**src/rtl/alu_pkg.sv**
```systemverilog
// Shared definitions for the ALU command front-end: operand/result widths,
// op codes and the sequencer state encoding.
package alu_pkg;

  localparam int unsigned OPND_W  = 3;
  localparam int unsigned RES_W   = 6;
  localparam int unsigned OP_W    = 2;
  localparam int unsigned ENTRY_W = OP_W + 2 * OPND_W;

  // Op codes are forwarded untouched; the sequencer never decodes them.
  localparam logic [OP_W-1:0] OP_AND = 2'b00;
  localparam logic [OP_W-1:0] OP_OR  = 2'b01;
  localparam logic [OP_W-1:0] OP_ADD = 2'b10;
  localparam logic [OP_W-1:0] OP_SUB = 2'b11;

  typedef enum logic [1:0] {
    StIdle,
    StIssue,
    StCapt,
    StResp
  } seq_state_e;

endpackage

```
**src/rtl/alu_cmd_fifo.sv**
```systemverilog
// Circular command buffer holding {op, a, b} entries; synchronous active-high reset.
module alu_cmd_fifo
  import alu_pkg::*;
#(
  parameter int unsigned DEPTH = 4
) (
  input  logic               clk,
  input  logic               rst,
  input  logic               push,
  input  logic [ENTRY_W-1:0] wdata,
  input  logic               pop,
  output logic [ENTRY_W-1:0] rdata,
  output logic               full,
  output logic               empty
);

  localparam int unsigned PtrW = (DEPTH > 1) ? $clog2(DEPTH) : 1;

  logic [ENTRY_W-1:0] mem_q [DEPTH];
  logic [PtrW-1:0]    wr_ptr_q;
  logic [PtrW-1:0]    rd_ptr_q;
  logic [PtrW:0]      count_q;
  logic               do_push;
  logic               do_pop;

  assign full    = (count_q == (PtrW + 1)'(DEPTH));
  assign empty   = (count_q == '0);
  assign do_push = push && !full;
  assign do_pop  = pop && !empty;
  assign rdata   = mem_q[rd_ptr_q];

  // Pointers wrap naturally because DEPTH is a power of two.
  always_ff @(posedge clk) begin
    if (rst) begin
      wr_ptr_q <= '0;
      rd_ptr_q <= '0;
      count_q  <= '0;
    end else begin
      if (do_push) begin
        mem_q[wr_ptr_q] <= wdata;
        wr_ptr_q        <= wr_ptr_q + PtrW'(1);
      end
      if (do_pop) begin
        rd_ptr_q <= rd_ptr_q + PtrW'(1);
      end
      if (do_push && !do_pop) begin
        count_q <= count_q + (PtrW + 1)'(1);
      end else if (!do_push && do_pop) begin
        count_q <= count_q - (PtrW + 1)'(1);
      end
    end
  end

endmodule

```
**src/rtl/alu_cmd_sequencer.sv**
```systemverilog
// Buffers ALU commands, issues each as a one-cycle enable and returns the registered result.
// Optional feature macro ALU_SEQ_CNT_EN adds an 8-bit saturating res_count output.
module alu_cmd_sequencer
  import alu_pkg::*;
#(
  parameter int unsigned DEPTH = 4
) (
  input  logic              clk,
  input  logic              rst,
  input  logic              cmd_valid,
  output logic              cmd_ready,
  input  logic [OP_W-1:0]   cmd_op,
  input  logic [OPND_W-1:0] cmd_a,
  input  logic [OPND_W-1:0] cmd_b,
  output logic              alu_en,
  output logic              alu_rst_n,
  output logic [OP_W-1:0]   alu_op,
  output logic [OPND_W-1:0] alu_a,
  output logic [OPND_W-1:0] alu_b,
  input  logic [RES_W-1:0]  alu_dout,
  input  logic              alu_c,
  output logic              res_valid,
  input  logic              res_ready,
  output logic [RES_W-1:0]  res_data,
  output logic              res_c,
  output logic [OP_W-1:0]   res_op
`ifdef ALU_SEQ_CNT_EN
  ,
  output logic [7:0]        res_count
`endif
);

  seq_state_e         state_q, state_d;
  logic               fifo_full, fifo_empty, fifo_pop;
  logic [ENTRY_W-1:0] fifo_rdata;
  logic [OP_W-1:0]    alu_op_q;
  logic [OPND_W-1:0]  alu_a_q, alu_b_q;
  logic               res_valid_q;
  logic [RES_W-1:0]   res_data_q;
  logic               res_c_q;
  logic [OP_W-1:0]    res_op_q;
  logic               res_xfer;

  assign cmd_ready = !fifo_full && !rst;
  assign fifo_pop  = (state_q == StIdle) && !fifo_empty;
  assign res_xfer  = res_valid_q && res_ready;

  alu_cmd_fifo #(
    .DEPTH(DEPTH)
  ) u_fifo (
    .clk  (clk),
    .rst  (rst),
    .push (cmd_valid && cmd_ready),
    .wdata({cmd_op, cmd_a, cmd_b}),
    .pop  (fifo_pop),
    .rdata(fifo_rdata),
    .full (fifo_full),
    .empty(fifo_empty)
  );

  always_comb begin
    state_d = state_q;
    unique case (state_q)
      StIdle:  if (!fifo_empty) state_d = StIssue;
      StIssue: state_d = StCapt;
      StCapt:  state_d = StResp;
      StResp:  if (res_ready) state_d = StIdle;
      default: state_d = StIdle;
    endcase
  end

  always_ff @(posedge clk) begin
    if (rst) begin
      state_q     <= StIdle;
      alu_op_q    <= '0;
      alu_a_q     <= '0;
      alu_b_q     <= '0;
      res_valid_q <= 1'b0;
      res_data_q  <= '0;
      res_c_q     <= 1'b0;
      res_op_q    <= '0;
    end else begin
      state_q <= state_d;
      if (fifo_pop) begin
        {alu_op_q, alu_a_q, alu_b_q} <= fifo_rdata;
      end
      // The ALU registered its result at the edge closing StIssue.
      if (state_q == StCapt) begin
        res_valid_q <= 1'b1;
        res_data_q  <= alu_dout;
        res_c_q     <= alu_c;
        res_op_q    <= alu_op_q;
      end else if (res_xfer) begin
        res_valid_q <= 1'b0;
      end
    end
  end

  // Enable is forced during reset so the ALU's own reset takes effect.
  assign alu_en    = rst || (state_q == StIssue);
  assign alu_rst_n = ~rst;
  assign alu_op    = alu_op_q;
  assign alu_a     = alu_a_q;
  assign alu_b     = alu_b_q;
  assign res_valid = res_valid_q;
  assign res_data  = res_data_q;
  assign res_c     = res_c_q;
  assign res_op    = res_op_q;

`ifdef ALU_SEQ_CNT_EN
  logic [7:0] res_count_q;

  always_ff @(posedge clk) begin
    if (rst) begin
      res_count_q <= '0;
    end else if (res_xfer && (res_count_q != 8'hff)) begin
      res_count_q <= res_count_q + 8'd1;
    end
  end

  assign res_count = res_count_q;
`endif

endmodule

```
**config.mk**
```make
export PLATFORM = sky130hd
export DESIGN_NAME = alu_cmd_sequencer
export DESIGN_NICKNAME = d
export VERILOG_FILES = /design/src/rtl/alu_pkg.sv /design/src/rtl/alu_cmd_fifo.sv /design/src/rtl/alu_cmd_sequencer.sv
export SDC_FILE = /design/constraint.sdc
export NUM_CORES = 1
export LEC_CHECK = 0
export ABC_AREA = 0
export ABC_CLOCK_PERIOD_IN_PS = 3900
export CAP_MARGIN = 20
export CORE_MARGIN = 2
export CORE_UTILIZATION = 56
export CTS_CLUSTER_DIAMETER = 200
export DETAILED_ROUTE_END_ITERATION = 12
export PLACE_DENSITY = 0.93
export SETUP_SLACK_MARGIN = 0.15
export SYNTH_ARGS = -nofsm -noshare
export SYNTH_HDL_FRONTEND = slang
export SYNTH_SLANG_ARGS = --single-unit
```
**constraint.sdc**
```tcl
create_clock -name clk -period 3.9 [get_ports clk]
set_input_delay 0.78 -clock clk [delete_from_list [all_inputs] [get_ports clk]]
set_output_delay 0.78 -clock clk [all_outputs]
set_load 0.005 [all_outputs]
```
==> flow_summary.ini <==
[power_and_ir_drop]
ir_worst_vdd_mv = 0.400
p_per_area_mw_per_mm2 = 660
power.total_mw = 1.99
power.leakage_nw = 1.08

[yosys]
syn_inst = 173
synth_seq_area_share_pct = 63.2
ys_types = 32
yosys.area_share.adder_pct = 6.11
synth-edff-count = 32
synthXorXnorAreaFrac_pct = 1.11
synth_area_mm2 = 0.00238
avgSynthCellArea_um2 = 13.7
synth_mux_area_share_pct = 12.7
syn_nets = 203
synth_compound_area_share_pct = 4.53
ys_warn_count = 0
synth_top_family_by_area = multiplexers
async_reset_ff_share_pct = 0
synthSimpleGateAreaFrac_pct = 8.95
dominantRegCellSynth = edfxtp_1
synth_seq_cells = 59

[clock_tree]
clk_pin_slew_ns = 0.06
cts_setup_buffers = 0
cts_made_buffers = 9
cts_max_level = 3
clkLatencyLatePin_ns = 0.33
cts_tree = done
root_buffer = clkbuf_8
clock_sinks = 59
cts_max_path_buffers = 2
cts.repair.resized = 0
holdBufCountCts = 0

[die]
die_w_um = 69.2
fp.dieH_um = 69.2
die_area_mm2 = 0.00478
initial_core_util_pct = 59.0
io_pins = 40
core_area_mm2 = 0.00403
rows = 23

[routing]
drc = 0
wl_per_cell_um = 15.6
detail_route.first_pass.iterations = 4
ant_nets = 0
vias_per_cell = 5.35
vias = 1451
wl_um = 4230
drt_first_iter_violations = 93

[timing]
fin_ws_ns = 0.996
period_minus_slack_ns = 2.90
setup-tns-final_ns = 0
finalCritPeriodShare_pct = 74.5
maxSlewHeadroom_pct = 57.7
rsz0062_at_grt = no
fmax_mhz = 344
setup_viol = 0
slew_viol_final = 0
hold_slack_ns = 0.460
clock_skew_ns = 0.00561
tightest_slew_ns = 0.634
hold_viol = 0

[finish]
final_cell_mix = clkdlybuf4s50_1, edfxtp_1, dfxtp_1
finalNonFillerCells = 271
drive_above_1_share_pct = 12.7
final_util_pct = 74.9
nets = 246
diodes = 0
num-fill-cells = 246
final_common_cell = clkdlybuf4s50_1
multi_input_area_um2 = 793
synthToLayoutAreaGrowth_pct = 27.0
regArea_mm2 = 0.00150
final_cell_area_mm2 = 0.00302

[flow_run]
maxCapViolCount = 0

[global_routing]
grt_remaining_overflow = 0
grt_pass1_wl_um = 6950
grt_pass1_vias = 1509
grt_max_degree = 26
grt.total_usage_pct = 19.3
antenna_found_initial = 0

[placed_design]
post-place-ws_ns = 0.840
place_inst = 255
io_buffers = 39
place_area_mm2 = 0.00279
place.gp.congestion = 0.750
dp_hpwl_um = 2880

[setup_path]
cp-end-kind = output port
critPathArrivalTime_ns = 2.12
cp_max_fo = 25
worst_setup_path_start_kind = input pin
cp.required_ns = 3.12
path_class = in2out

[hold_path]
hold_class = reg2reg

[status]
run_status = finished clean
[path summary, 6_finish.rpt]
path	from	to	slack, ns	cells after the start
worst max-delay path	rst	cmd_ready	1.0	4
worst min-delay path	alu_a[2]	alu_a[2]	0.46	2
worst max register to register	state_q[0]	u_fifo.count_q[2]	1.41	10
worst min register to register	alu_a[2]	alu_a[2]	0.46	2
[critical path: stages]
cell and delay [ns]:
clkdlybuf4s50_1 0.52, buf_4 0.29, nor2_1 0.08, clkdlybuf4s50_1 0.45
[layout make-up]
class | count | share of cell area, %
Clock buffer | 9 | 4.10
Clock inverter | 7 | 3.52
Inverter | 9 | 1.12
Multi-Input combinational cell | 97 | 26.3
Sequential cell | 59 | 49.7
Tap cell | 50 | 2.07
Timing Repair Buffer | 40 | 13.2
[synthesized netlist by cell type (2+ instances only)]
master | n | area [um2]
a21oi_1 | 10 | 50.1
and2_1 | 4 | 25.0
buf_1 | 2 | 7.51
buf_2 | 2 | 10.0
buf_4 | 2 | 15.0
dfxtp_1 | 27 | 541
edfxtp_1 | 32 | 961
ha_1 | 10 | 125
inv_1 | 8 | 30.0
mux2i_1 | 11 | 110
mux4_2 | 8 | 180
nand2_1 | 17 | 63.8
nor2_1 | 15 | 56.3
nor3b_1 | 2 | 15.0
o21a_1 | 2 | 15.0
o21ai_0 | 2 | 10.0
or2_2 | 2 | 12.5
or3_1 | 2 | 12.5
xor2_1 | 2 | 17.5
[logic make-up (layout without fill, tap and decap cells)]
family                   after synthesis  count (layout)
multiplexers                          20              20
AND/OR/NAND/NOR                       45              45
XOR/XNOR                               3               3
adder cells (fa/ha/maj)               11              11
AO/OA/AOI/OAI                         18              18
buffers and inverters                 17              65
flip-flops                            59              59
[registers in the layout (all words and copies together), names as in the netlist]
signal           flops
alu_a                3
alu_b                3
alu_op               2
res_c                1
res_data             6
res_op               2
res_valid            1
state_q              2
u_fifo.count_q       3
u_fifo.mem_q        32
u_fifo.rd_ptr_q      2
u_fifo.wr_ptr_q      2
[power by group]
part	internal (mW)	total, mW	switching, mW
Combinational	0.279	0.510	0.231
Clock	0.416	0.637	0.221
Sequential	0.758	0.847	0.0884
[per-layer routing]
layer	part of all wire [%]	track usage (%)	wire length, um	up-vias
li1	-	-	-	696
met1	41	22.0	1750	689
met2	51	31.6	2150	57
met3	5.7	5.56	243	9
met4	2.2	12.2	93	0
met5	0	0	0	-
No activity file was read; power rests on OpenSTA's default activity.
==> variant (same flow settings) <==
Change the package constant `OPND_W` from 3 to 5.
--- a/src/rtl/alu_pkg.sv
+++ b/src/rtl/alu_pkg.sv
@@ -2,7 +2,7 @@
 // op codes and the sequencer state encoding.
 package alu_pkg;
 
-  localparam int unsigned OPND_W  = 3;
+  localparam int unsigned OPND_W  = 5;
   localparam int unsigned RES_W   = 6;
   localparam int unsigned OP_W    = 2;
   localparam int unsigned ENTRY_W = OP_W + 2 * OPND_W;
Interface: changed (resized alu_a, alu_b, cmd_a and cmd_b); port bits go from 40 to 48. The function was not compared with the original's and may differ.
==> variant against the unedited design <==
Combinational power up 15%. Cell area is 26% higher. Sequential cell count is 20 higher. Sequential power grew 35%. Non-clock buffer count is 8 higher. Sequential share of layout area up 4.4 points. Count of clock-buffer cells in the layout grew 1. Routed wire length is 20% higher. Critical path depth decreased by 1. Register-to-register slack improved by 0.17 ns. Synthesized area up 30%. Setup slack lost 0.13 ns. Total power rose by 19%.
==> variant: results (changes against the unedited design) <==
<table>
<tr><th>Metric</th><th>Value</th></tr>
<tr><th colspan="2">Critical path</th></tr>
<tr><td>Data arrival time of the critical path</td><td>2.25 ns (was 2.12 ns)</td></tr>
<tr><td>Critical path peak fanout</td><td>12 (was 25)</td></tr>
<tr><td>Cell depth of the worst flop-to-flop path</td><td>8 (was 10)</td></tr>
<tr><th colspan="2">Finish</th></tr>
<tr><td>Sequential standard cell area</td><td>2060 um2 (was 1500 um2)</td></tr>
<tr><td>Non-clk buf share</td><td>12.6% (was 13.2%)</td></tr>
<tr><td>Combined area of the multi-input logic cells</td><td>938 um2 (was 793 um2)</td></tr>
<tr><td>Clk cell area share</td><td>5.59% (was 7.63%)</td></tr>
<tr><td>Multi-input comb cells</td><td>91 (was 97)</td></tr>
<tr><td>Number of non-clock inverters</td><td>7 (was 9)</td></tr>
<tr><th colspan="2">Placement</th></tr>
<tr><td>Total of buffers placed on input and output ports</td><td>47 (was 39)</td></tr>
<tr><td>Half-perimeter wire length after placement</td><td>3.38 mm (was 2.88 mm)</td></tr>
<tr><td>Pre-CTS WS</td><td>0.721 ns (was 0.840 ns)</td></tr>
<tr><td>Placed instance area</td><td>3590 um2 (was 2790 um2)</td></tr>
<tr><td>GP Congestion</td><td>0.751 (was 0.750)</td></tr>
<tr><th colspan="2">Global routing</th></tr>
<tr><td>Pin count of the biggest net entering global routing</td><td>15 (was 26)</td></tr>
<tr><td>GRT met2 Usage</td><td>30.7% (was 31.6%)</td></tr>
<tr><td>Fraction of met1 tracks used by global routing</td><td>22.5% (was 22.0%)</td></tr>
<tr><th colspan="2">Drt</th></tr>
<tr><td>Number of DRC markers in iteration 0</td><td>90 (was 93)</td></tr>
<tr><td>Avg Vias per Cell</td><td>5.33 (was 5.35)</td></tr>
<tr><th colspan="2">Power</th></tr>
<tr><td>Total Power</td><td>0.00237 W (was 0.00199 W)</td></tr>
<tr><td>Worst vdd rail ir drop</td><td>0.386 mV (was 0.400 mV)</td></tr>
<tr><th colspan="2">Yosys</th></tr>
<tr><td>Count of flip-flops with a built-in enable after synthesis</td><td>48 (was 32)</td></tr>
<tr><td>Post-synth net total</td><td>219 (was 203)</td></tr>
<tr><th colspan="2">Outcome</th></tr>
<tr><td>Result of the run</td><td>finished, final reports clean (unchanged)</td></tr>
<tr><th colspan="2">Min path</th></tr>
<tr><td>Hold Path End</td><td>alu_a[1]$_SDFFE_PP0P_ (was alu_a[2]$_SDFFE_PP0P_)</td></tr>
</table>
-- variant: cell count changes after synthesis, sizes merged, moves of 4 or more --
cell,unedited run,this run
edfxtp,32,48
nand2,17,1
dfxtp,27,31
a21oi,11,2
mux4,8,12
a22o,0,12
-- variant: how the worst max path moves through the flow --
| stage | startpoint | endpoint | cells past startpoint |
|---|---|---|---|
| after floorplan | rst | u_fifo.count_q[2]$_SDFFE_PP0P_ | 7 |
| after global placement | rst | u_fifo.count_q[2]$_SDFFE_PP0P_ | 8 |
| after detailed placement | rst | u_fifo.count_q[2]$_SDFFE_PP0P_ | 8 |
| after CTS | rst | alu_en | 3 |
| after global routing | rst | alu_en | 3 |
| final | rst | alu_en | 3 |
-- variant: cells by family after synthesis --
| family | synth area share [%] |
|---|---|
| simple gates | 5.55 |
| buf+inv | 2.80 |
| flops | 66.8 |
| xor+xnor | 1.13 |
| mux | 13.2 |
| fa+ha+maj | 4.70 |
| compound gates | 5.84 |
